$ cat config.mk
export PLATFORM = sky130hd
export DESIGN_NAME = systolic_feed_ctrl_flat
export DESIGN_NICKNAME = d
export VERILOG_FILES = /design/src/rtl/systolic_feed_ctrl_pkg.sv /design/src/rtl/systolic_feed_ctrl_if.sv /design/src/rtl/systolic_feed_ctrl_skew_buf.sv /design/src/rtl/systolic_feed_ctrl.sv /design/src/flat_wrapper.sv
export SDC_FILE = /design/constraint.sdc
export NUM_CORES = 1
export LEC_CHECK = 0
export BUFFER_PORTS_ARGS = -buffer_cell sky130_fd_sc_hd__buf_4
export CAP_MARGIN = 10
export CORE_ASPECT_RATIO = 0.6
export CORE_MARGIN = 2
export CORE_UTILIZATION = 55
export DETAILED_ROUTE_END_ITERATION = 10
export PLACE_DENSITY = 0.74
export SYNTH_ARGS = -nofsm -noshare
export SYNTH_HDL_FRONTEND = slang
export SYNTH_SLANG_ARGS = --single-unit
$ cat constraint.sdc
create_clock -name clk_i -period 12.6 [get_ports clk_i]
set_input_delay 1.26 -clock clk_i [delete_from_list [all_inputs] [get_ports clk_i]]
set_output_delay 1.26 -clock clk_i [all_outputs]
set_load 0.05 [all_outputs]
$ cat src/rtl/systolic_feed_ctrl_pkg.sv
// Shared constants, FSM state type and lane helper for the systolic feed sequencer.
package systolic_pkg;

  localparam int unsigned N          = 4;
  localparam int unsigned FEED_STEPS = 2 * N - 1;
  localparam int unsigned STEP_W     = $clog2(FEED_STEPS);
  localparam int unsigned IDX_W      = $clog2(N);
  localparam int unsigned MASK_W     = 2 * N;

  typedef enum logic [2:0] {
    ST_IDLE,
    ST_CLEAR,
    ST_FEED,
    ST_DRAIN,
    ST_DONE
  } state_e;

  // Bit offset of lane `lane` in a vector of `dw`-wide packed lanes.
  function automatic int unsigned lane_lsb(input int unsigned lane, input int unsigned dw);
    return lane * dw;
  endfunction

endpackage

$ cat src/rtl/systolic_feed_ctrl_if.sv
// Operand load port: host (master) writes A rows / B columns into the sequencer (slave).
interface systolic_feed_ctrl_if
  import systolic_pkg::*;
#(
  parameter int unsigned DATA_WIDTH = 32
) ();

  logic                      ld_valid_i;
  logic                      ld_ready_o;
  logic                      ld_sel_i;
  logic [IDX_W-1:0]          ld_idx_i;
  logic [N*DATA_WIDTH-1:0]   ld_data_i;

  modport master (
    output ld_valid_i, ld_sel_i, ld_idx_i, ld_data_i,
    input  ld_ready_o
  );

  modport slave (
    input  ld_valid_i, ld_sel_i, ld_idx_i, ld_data_i,
    output ld_ready_o
  );

endinterface

$ cat src/rtl/systolic_feed_ctrl_skew_buf.sv
// A-row / B-column operand store with loaded mask and skewed, zero-padded wavefront select.
module systolic_skew_buf
  import systolic_pkg::*;
#(
  parameter int unsigned DATA_WIDTH = 32
) (
  input  logic                    clk_i,
  input  logic                    rst_ni,
  input  logic                    wr_en_i,
  input  logic                    wr_sel_i,
  input  logic [IDX_W-1:0]        wr_idx_i,
  input  logic [N*DATA_WIDTH-1:0] wr_data_i,
  input  logic [STEP_W-1:0]       step_i,
  output logic [MASK_W-1:0]       mask_o,
  output logic [N*DATA_WIDTH-1:0] left_o,
  output logic [N*DATA_WIDTH-1:0] up_o
);

  // a_q[i] holds A row i; b_q[j] holds B column j (element k = B[k][j]).
  logic [N*DATA_WIDTH-1:0] a_q [N];
  logic [N*DATA_WIDTH-1:0] a_d [N];
  logic [N*DATA_WIDTH-1:0] b_q [N];
  logic [N*DATA_WIDTH-1:0] b_d [N];
  logic [MASK_W-1:0]       mask_q, mask_d;

  // Slot write and mask update on a load handshake.
  always_comb begin
    a_d    = a_q;
    b_d    = b_q;
    mask_d = mask_q;
    if (wr_en_i) begin
      if (wr_sel_i) begin
        b_d[wr_idx_i]          = wr_data_i;
        mask_d[N + wr_idx_i]   = 1'b1;
      end else begin
        a_d[wr_idx_i]          = wr_data_i;
        mask_d[wr_idx_i]       = 1'b1;
      end
    end
  end

  // Mask is reset; operand storage is not, since the mask gates its use.
  always_ff @(posedge clk_i) begin
    if (!rst_ni) begin
      mask_q <= '0;
    end else begin
      mask_q <= mask_d;
    end
  end

  // Operand storage registers.
  always_ff @(posedge clk_i) begin
    a_q <= a_d;
    b_q <= b_d;
  end

  assign mask_o = mask_q;

  // Wavefront: lane i of left carries A[i][s-i], lane j of up carries B[s-j][j], else 0.
  always_comb begin
    left_o = '0;
    up_o   = '0;
    for (int unsigned i = 0; i < N; i++) begin
      if (32'(step_i) >= i && (32'(step_i) - i) < N) begin
        left_o[lane_lsb(i, DATA_WIDTH) +: DATA_WIDTH] =
          a_q[i][lane_lsb(32'(step_i) - i, DATA_WIDTH) +: DATA_WIDTH];
        up_o[lane_lsb(i, DATA_WIDTH) +: DATA_WIDTH] =
          b_q[i][lane_lsb(32'(step_i) - i, DATA_WIDTH) +: DATA_WIDTH];
      end
    end
  end

endmodule

$ cat src/rtl/systolic_feed_ctrl.sv
// Sequencer for the 4x4 output-stationary systolic multiplier: clear, skewed feed, drain, report.
module systolic_feed_ctrl
  import systolic_pkg::*;
#(
  parameter int unsigned DATA_WIDTH = 32,
  parameter int unsigned TIMEOUT    = 16
) (
  input  logic                    clk_i,
  input  logic                    rst_ni,
  systolic_feed_ctrl_if.slave     ld,
  input  logic                    start_i,
  output logic                    busy_o,
  output logic                    done_o,
  output logic                    err_o,
  output logic                    start_err_o,
  output logic [N*DATA_WIDTH-1:0] left_o,
  output logic [N*DATA_WIDTH-1:0] up_o,
  output logic                    array_rst_no,
  input  logic                    array_done_i
);

  localparam int unsigned WAIT_W = $clog2(TIMEOUT + 1);

  state_e                  state_q, state_d;
  logic [STEP_W-1:0]       step_q, step_d;
  logic [WAIT_W-1:0]       wait_q, wait_d;
  logic                    ld_ready_q, ld_ready_d;
  logic                    busy_q, busy_d;
  logic                    done_q, done_d;
  logic                    err_q, err_d;
  logic                    start_err_q, start_err_d;
  logic                    arst_n_q, arst_n_d;
  logic [N*DATA_WIDTH-1:0] left_q, left_d;
  logic [N*DATA_WIDTH-1:0] up_q, up_d;

  logic                    ld_fire;
  logic [MASK_W-1:0]       mask;
  logic [N*DATA_WIDTH-1:0] skew_left, skew_up;
  logic                    timeout;

  assign ld_fire = ld.ld_valid_i & ld_ready_q;

  // The skew select is driven by the next step so the wavefront lands in the output flops in step.
  systolic_skew_buf #(
    .DATA_WIDTH (DATA_WIDTH)
  ) u_skew_buf (
    .clk_i     (clk_i),
    .rst_ni    (rst_ni),
    .wr_en_i   (ld_fire),
    .wr_sel_i  (ld.ld_sel_i),
    .wr_idx_i  (ld.ld_idx_i),
    .wr_data_i (ld.ld_data_i),
    .step_i    (step_d),
    .mask_o    (mask),
    .left_o    (skew_left),
    .up_o      (skew_up)
  );

  // Next-state, counters and next-output values; outputs are decoded from the next state.
  always_comb begin
    state_d     = state_q;
    step_d      = step_q;
    wait_d      = wait_q;
    timeout     = 1'b0;
    start_err_d = 1'b0;
    unique case (state_q)
      ST_IDLE: begin
        if (start_i) begin
          if (&mask) state_d = ST_CLEAR;
          else       start_err_d = 1'b1;
        end
      end
      ST_CLEAR: begin
        state_d = ST_FEED;
        step_d  = '0;
      end
      ST_FEED: begin
        if (step_q == STEP_W'(FEED_STEPS - 1)) begin
          state_d = ST_DRAIN;
          wait_d  = '0;
        end else begin
          step_d = step_q + 1'b1;
        end
      end
      ST_DRAIN: begin
        if (array_done_i) begin
          state_d = ST_DONE;
        end else if (wait_q == WAIT_W'(TIMEOUT - 1)) begin
          state_d = ST_DONE;
          timeout = 1'b1;
        end else begin
          wait_d = wait_q + 1'b1;
        end
      end
      ST_DONE:  state_d = ST_IDLE;
      default:  state_d = ST_IDLE;
    endcase

    ld_ready_d = (state_d == ST_IDLE);
    busy_d     = (state_d != ST_IDLE);
    done_d     = (state_d == ST_DONE);
    err_d      = timeout;
    arst_n_d   = (state_d != ST_CLEAR);
    left_d     = (state_d == ST_FEED) ? skew_left : '0;
    up_d       = (state_d == ST_FEED) ? skew_up   : '0;
  end

  // FSM state, counters and registered outputs.
  always_ff @(posedge clk_i) begin
    if (!rst_ni) begin
      state_q     <= ST_IDLE;
      step_q      <= '0;
      wait_q      <= '0;
      ld_ready_q  <= 1'b0;
      busy_q      <= 1'b0;
      done_q      <= 1'b0;
      err_q       <= 1'b0;
      start_err_q <= 1'b0;
      arst_n_q    <= 1'b0;
      left_q      <= '0;
      up_q        <= '0;
    end else begin
      state_q     <= state_d;
      step_q      <= step_d;
      wait_q      <= wait_d;
      ld_ready_q  <= ld_ready_d;
      busy_q      <= busy_d;
      done_q      <= done_d;
      err_q       <= err_d;
      start_err_q <= start_err_d;
      arst_n_q    <= arst_n_d;
      left_q      <= left_d;
      up_q        <= up_d;
    end
  end

  assign ld.ld_ready_o  = ld_ready_q;
  assign busy_o         = busy_q;
  assign done_o         = done_q;
  assign err_o          = err_q;
  assign start_err_o    = start_err_q;
  assign array_rst_no   = arst_n_q;
  assign left_o         = left_q;
  assign up_o           = up_q;

endmodule

$ cat src/flat_wrapper.sv
// flat-port wrapper written by rule: the top's interface ports become plain ports
module systolic_feed_ctrl_flat import systolic_pkg::*;
#(
  parameter int unsigned DATA_WIDTH = 32,
  parameter int unsigned TIMEOUT    = 16
)
  (clk_i, rst_ni, start_i, busy_o, done_o, err_o, start_err_o, left_o, up_o, array_rst_no, array_done_i, ld_ld_valid_i, ld_ld_sel_i, ld_ld_idx_i, ld_ld_data_i, ld_ld_ready_o);
  systolic_feed_ctrl_if #(.DATA_WIDTH(DATA_WIDTH)) ld_i ();
  input  logic clk_i;
  input  logic rst_ni;
  input  logic start_i;
  output logic busy_o;
  output logic done_o;
  output logic err_o;
  output logic start_err_o;
  output logic [N*DATA_WIDTH-1:0] left_o;
  output logic [N*DATA_WIDTH-1:0] up_o;
  output logic array_rst_no;
  input  logic array_done_i;
  input wire logic [$bits(ld_i.ld_valid_i)-1:0] ld_ld_valid_i;
  input wire logic [$bits(ld_i.ld_sel_i)-1:0] ld_ld_sel_i;
  input wire logic [$bits(ld_i.ld_idx_i)-1:0] ld_ld_idx_i;
  input wire logic [$bits(ld_i.ld_data_i)-1:0] ld_ld_data_i;
  output wire logic [$bits(ld_i.ld_ready_o)-1:0] ld_ld_ready_o;
  assign ld_i.ld_valid_i = ld_ld_valid_i;
  assign ld_i.ld_sel_i = ld_ld_sel_i;
  assign ld_i.ld_idx_i = ld_ld_idx_i;
  assign ld_i.ld_data_i = ld_ld_data_i;
  assign ld_ld_ready_o = ld_i.ld_ready_o;
  systolic_feed_ctrl #(.DATA_WIDTH(DATA_WIDTH), .TIMEOUT(TIMEOUT)) u_core (.clk_i(clk_i), .rst_ni(rst_ni), .ld(ld_i), .start_i(start_i), .busy_o(busy_o), .done_o(done_o), .err_o(err_o), .start_err_o(start_err_o), .left_o(left_o), .up_o(up_o), .array_rst_no(array_rst_no), .array_done_i(array_done_i));
endmodule
Word-level counts from Yosys, hierarchy flattened --
Cells that the tools add are included.
Word-level totals: bits in registers 1305, input bits 136, word-level logic and storage cells 114
Cells by class: $add $sub $neg 6, $lt $le $gt $ge 13, eq/ne operators 11, shift-type cells 8, mux-type cells 23, bitwise logic cells 7, reductions and logical operators 20
Operators by type and width (count):
- 512-bit bitwise mux | 2
- 128-bit by 33-bit variable part select with 32-bit output | 6
- 128-bit demux with 2-bit select | 1
- 128-bit by 9-bit variable part select with 32-bit output | 2
- 128-bit 2-to-1 mux | 1
- 32-bit by 3-bit < comparator with 1-bit output, second input constant | 3
- 3-bit 2-to-1 mux | 6
- 5-bit 2-to-1 mux | 3
- 3-bit AND reduction | 5
- 3-bit case mux with 4 select lines | 1
- 5-bit case mux with 2 select lines | 1
- 3-bit by 2-bit == test with 1-bit output, second input constant | 3
- 8-bit 2-to-1 mux | 1
- 8-bit by 4-bit OR with 8-bit output | 1
- 8-bit OR | 1
- 8-bit AND reduction | 1
- 3-bit by 2-bit subtractor with 4-bit output, second input constant | 2
- 3-bit == test, second input constant | 2
- 3-bit by 2-bit greater-or-equal comparator with 1-bit output, second input constant | 2
- 1-bit logical AND | 6
- 3-bit logical NOT | 2
- 3-bit case mux with 2 select lines | 1
- 5-bit by 1-bit adder with 5-bit output, second input constant | 1
- 5-bit by 4-bit == test with 1-bit output, second input constant | 1
- 26 further kinds | 33

Depth between registers and ports, before layout --
depth after elaboration 7, mapped depth 16

By module --
A second synthesis with hierarchy kept.
Unflattened totals: cells, all modules 2620, area total of the unflattened synthesis 48039.8 um2
Modules (own cells, without submodules):
- systolic_skew_buf | instances 1, cells an instance 1669, area each 39100.0 um2, seq. area each 30909.6 um2
- systolic_feed_ctrl | instances 1, cells an instance 951, area each 8939.8 um2, seq. area each 5465.2 um2

Worst setup path after synthesis --
Ideal clock, no wire load.
path kind input to register, from input ld_ld_sel_i, to register u_core.u_skew_buf.a_q[384] (netlist name) (enable), setup time 0.776 ns, arrival 10.183 ns, slack 1.641 ns, cell stages on the path 2, buffers on the path 0, path through nand3b_1 -> nor3_1
Between the ends: cells in the longest elaborated chain, start to end 2
RTL lines:
- start: declaration | RTL line flat_wrapper.sv:21 | input wire logic [$bits(ld_i.ld_sel_i)-1:0] ld_ld_sel_i;
- 1-bit inverter (no line)
- 2-bit AND reduction (no line)
- end signal: assignment | RTL line systolic_feed_ctrl_skew_buf.sv:53 | a_q <= a_d;
- end: declaration | RTL line systolic_feed_ctrl_skew_buf.sv:20 | logic [N*DATA_WIDTH-1:0] a_q [N];
No other way between the ends. A chain may end at the register's enable or synchronous reset.

Worst setup path after layout --
from register u_core.step_q[0], to register u_core.up_q[19] (netlist: u_core.up_o[19])
Between the ends: cells in the longest elaborated chain, start to end 5, elaborated cells between the ends (all ways) 10, classes of those cells add/sub: 1; order compare: 1; eq/ne: 2; shift: 1; mux: 4; reduce/logical: 1
RTL lines:
- start: declaration | RTL line systolic_feed_ctrl.sv:25 | logic [STEP_W-1:0] step_q, step_d;
- start signal: assignment | RTL line systolic_feed_ctrl.sv:124 | step_q <= step_d;
- parallel branches: the longest is 5 deep, another holds 3-bit by 1-bit adder with 3-bit output
- end signal: assignment | RTL line systolic_feed_ctrl.sv:133 | up_q <= up_d;
- end: declaration | RTL line systolic_feed_ctrl.sv:34 | logic [N*DATA_WIDTH-1:0] up_q, up_d;
Parallel ways; which one is timed is not known.

==> metrics.csv <==
stage,metric,value,unit
drt,detailed_router_iteration_count_before_antenna_repair,7,
drt,drc,0,
sta,maxClockFrequency,210,MHz
global_route,gr-usage-all-layers,0.231,
clock_network,cts_tree,yes,
drt,drt_iter0_markers,2253,
sta,timing.hold.ws,0.466,ns
floorplanning,fp-row-count,82,
finish,mostFrequentLayoutCells,"1024 x edfxtp_1, 425 x buf_4, 281 x dfxtp_1, 264 x inv_1, 256 x mux4_2",
synthesis,yosys_warnings,0,
worst_setup_path,critPathMaxStageDelay,0.98,ns
sta,final_min_period_over_clock_period,0.378,
place,post-place-cells,3748,
synthesis,postSynthNetCount,2432,
floorplanning,chip_width,379,µm
finish,finalNonFillerCells,3960,
global_route,grt_pass1_vias,22800,
global_route,global_route.overflow_total,0,
power_and_ir_drop,p_leak,19.2,nW
floorplanning,die-area,86800,µm²
place,numPortBuffers,397,
worst_setup_path,crit_path_cell_trace,"inv_1, ha_1, and2_1, nor2_1, a221o_4, buf_4, buf_4, mux4_2, and2_1",
power_and_ir_drop,cellPowerDensity,154,nW/µm²
synthesis,synth.lib_cells_used.distinct,47,
clock_network,worst_skew_pair.late_latency,0.70,ns
synthesis,synth_cells,2286,
sta,setup_total_negative_slack,0,ns
floorplanning,start_util,0.556,
place,gp_congestion,0.759,
place,detailedPlacementHpwl,58700,µm
sta,worst_slack,7.84,ns
sta,timing.max_slew.rel_slack,0.203,
drt,ant_nets,0,
drt,routed_vias_inst,5.59,
sta,final-setup-viol-count,0,
worst_setup_path,critical_path_buffers_and_inverters,3,
global_route,grt_antenna_before_repair,6,
power_and_ir_drop,ir_worst_vdd,115,µV
power_and_ir_drop,p_switching,1.61,mW
synthesis,synth_enable_flop_cells,1024,
clock_network,path_clk_slew,0.06,ns
finish,fillCellCount,5505,
power_and_ir_drop,p_total,8.36,mW
outcome,status,"complete, no violations",
finish,layout-area-overhead-vs-synth,17.3,%
worst_setup_path,crit_path_end_kind,register,
sta,maxSlewViolCount,0,
clock_network,postCtsSetupRepairBufs,0,
sta,period_needed,4.76,ns
synthesis,avgSynthCellArea,20.3,µm²
synthesis,fraction_of_synthesis_flops_using_an_asynchronous_set_or_reset_pin,0,
drt,vias,22100,
sta,tightestPinTransition,1.20,ns
clock_network,tritoncts_num_sinks,1305,
place,dp_slack,7.79,ns
clock_network,htree_num_levels,3,
drt,drt-wirelength-per-cell,25.1,µm
floorplanning,core_area,83500,µm²
clock_network,clock-root-buffer,clkbuf_16,
worst_setup_path,slowest_stage,buf_4,
power_and_ir_drop,intPower,6.76,mW
worst_setup_path,crit_path_start_kind,register,
sta,final_hold_viol_count,0,
finish,drive_above_1_share,0.334,
floorplanning,die_y,229,µm
worst_hold_path,hold_path_class,register to register,
worst_setup_path,cpLargestDelayFamily,buffers and inverters,
clock_network,cts_hold_repair.buffers,0,
power_and_ir_drop,p_clk_frac,0.423,
clock_network,numCtsBuffers,110,
worst_setup_path,critPathRequiredTime,13.19,ns
synthesis,synth.cell_area,46400,µm²
worst_setup_path,worst-setup-path-type,register to register,
global_route,maximum_number_of_pins_on_one_net_before_global_route_repair,130,
finish,finalNetCount,2872,
synthesis,dominantRegCellSynth,edfxtp_1,
clock_network,max-clock-path-buffers,3,
place,placed_area,50600,µm²
global_route,global_route_wire_length_before_repair,147000,µm
clock_network,cts_resized,0,
sta,grt_setup_unrepaired,no,
sta,worst_clock_skew,0.0204,ns
finish,postLayoutCoreUtil,0.652,
drt,detailed_route_wl,99300,µm
floorplanning,io_pins,398,
power_and_ir_drop,sequentialPowerShare,0.561,
finish,layout.cells.most_common,edfxtp_1,
flow_run,maxCapViolCount,0,
synthesis,yosys_register_bits,1305,
finish,final_area,54400,µm²
power_and_ir_drop,switch_share,0.192,
power_and_ir_drop,power.combinational.fraction,0.017,
worst_setup_path,worst_ep_arrival_time,5.34,ns
synthesis,yosysSeqAreaShare,0.784,
worst_setup_path,path_max_fanout,53,
routing by layer:
metal | track usage | share of wire | vias to the layer above
li1 | - | - | 9551
met1 | 0.337 | 0.43 | 11600
met2 | 0.362 | 0.48 | 851
met3 | 0.0494 | 0.074 | 138
met4 | 0.0569 | 0.021 | 4
met5 | 0 | 0.00028 | -
area by class of cell:
type	instances	area, µm²	area share
tap	1134	1420	0.0261
antenna	3	7.51	0.000138
clock buffer	150	3100	0.0569
inverter	266	1000	0.0184
timing repair buffer	428	3250	0.0597
multi-input combinational	615	8590	0.158
sequential	1305	36400	0.668
clock inverter	59	703	0.0129
cell families (layout without fill, tap and decap cells):
| group | count (synthesis) | count (layout) | synth area share |
|---|---|---|---|
| AOI/OAI and AO/OA | 96 | 96 | 0.0221 |
| xor gates and xnor gates | 2 | 2 | 0.000377 |
| adders and majority gates | 10 | 10 | 0.00270 |
| buffers and inverters | 366 | 903 | 0.0340 |
| DFF | 1305 | 1305 | 0.784 |
| muxes | 256 | 256 | 0.124 |
| other | 0 | 3 | 0 |
| and+or+nand+nor | 251 | 251 | 0.0331 |
state kept, by name (all words and copies together), names as in the netlist:
name	flops
u_core.left_o	128
u_core.busy_o	1
u_core.u_skew_buf.a_q	512
u_core.done_o	1
u_core.u_skew_buf.mask_o	8
u_core.step_q	3
u_core.ld.ld_ready_o	1
u_core.up_o	128
u_core.array_rst_no	1
u_core.state_q	3
u_core.u_skew_buf.b_q	512
u_core.start_err_o	1
u_core.err_o	1
u_core.wait_q	5
cells in the mapped netlist (2+ instances only):
library cell / n / area share
o21a_1: 9 / 0.0015
inv_1: 264 / 0.021
nor3_1: 2 / 0.00022
ha_1: 10 / 0.0027
nand3_1: 3 / 0.00032
buf_1: 6 / 0.00049
buf_6: 9 / 0.0022
nor3b_1: 2 / 0.00032
inv_2: 2 / 0.00016
and3_1: 4 / 0.00054
nand2b_1: 2 / 0.00027
nor2b_1: 134 / 0.018
xor2_1: 2 / 0.00038
dfxtp_1: 281 / 0.12
and2_1: 71 / 0.0096
buf_2: 31 / 0.0033
a21boi_0: 3 / 0.00049
a211oi_1: 4 / 0.00065
mux4_2: 256 / 0.12
buf_4: 23 / 0.0037
a211oi_2: 60 / 0.016
nand4_1: 3 / 0.00040
nor2_1: 17 / 0.0014
o22a_1: 2 / 0.00038
clkbuf_1: 28 / 0.0023
a221o_1: 2 / 0.00043
clkbuf_4: 3 / 0.00049
o21ai_1: 2 / 0.00022
nand2_1: 6 / 0.00049
edfxtp_1: 1024 / 0.66
a21oi_1: 5 / 0.00054
worst reg2reg max path, delay by kind of cell (launching register included):
| family | cells | cell delay, ns |
|---|---|---|
| mux | 1 | 0.64 |
| compound gates | 1 | 0.63 |
| buf+inv | 3 | 2.15 |
| fa+ha+maj | 1 | 0.24 |
| simple gates | 3 | 0.60 |
| flops | 1 | 0.40 |
worst paths after layout:
path | start | endpoint | slack (ns) | cells after the start
max | u_core.step_q[0] | u_core.up_o[19] | 7.84 | 9
min | u_core.u_skew_buf.mask_o[6] | u_core.u_skew_buf.mask_o[6] | 0.47 | 1
max reg2reg | u_core.step_q[0] | u_core.up_o[19] | 7.84 | 9
min reg2reg | u_core.u_skew_buf.mask_o[6] | u_core.u_skew_buf.mask_o[6] | 0.47 | 1
power groups by stage:
stage | clock network, mW | logic (mW) | registers, mW
6_report | 3.54 | 0.139 | 4.69
5_1_grt | 3.77 | 0.151 | 4.69
4_1_cts | 3.60 | 0.142 | 4.69
3_5_place_dp | 0 | 0.141 | 4.78
3_3_place_gp | 0 | 0.136 | 4.78
2_1_floorplan | 0 | 0.0326 | 4.79
Note: power is estimated with default switching activity, not from simulation.
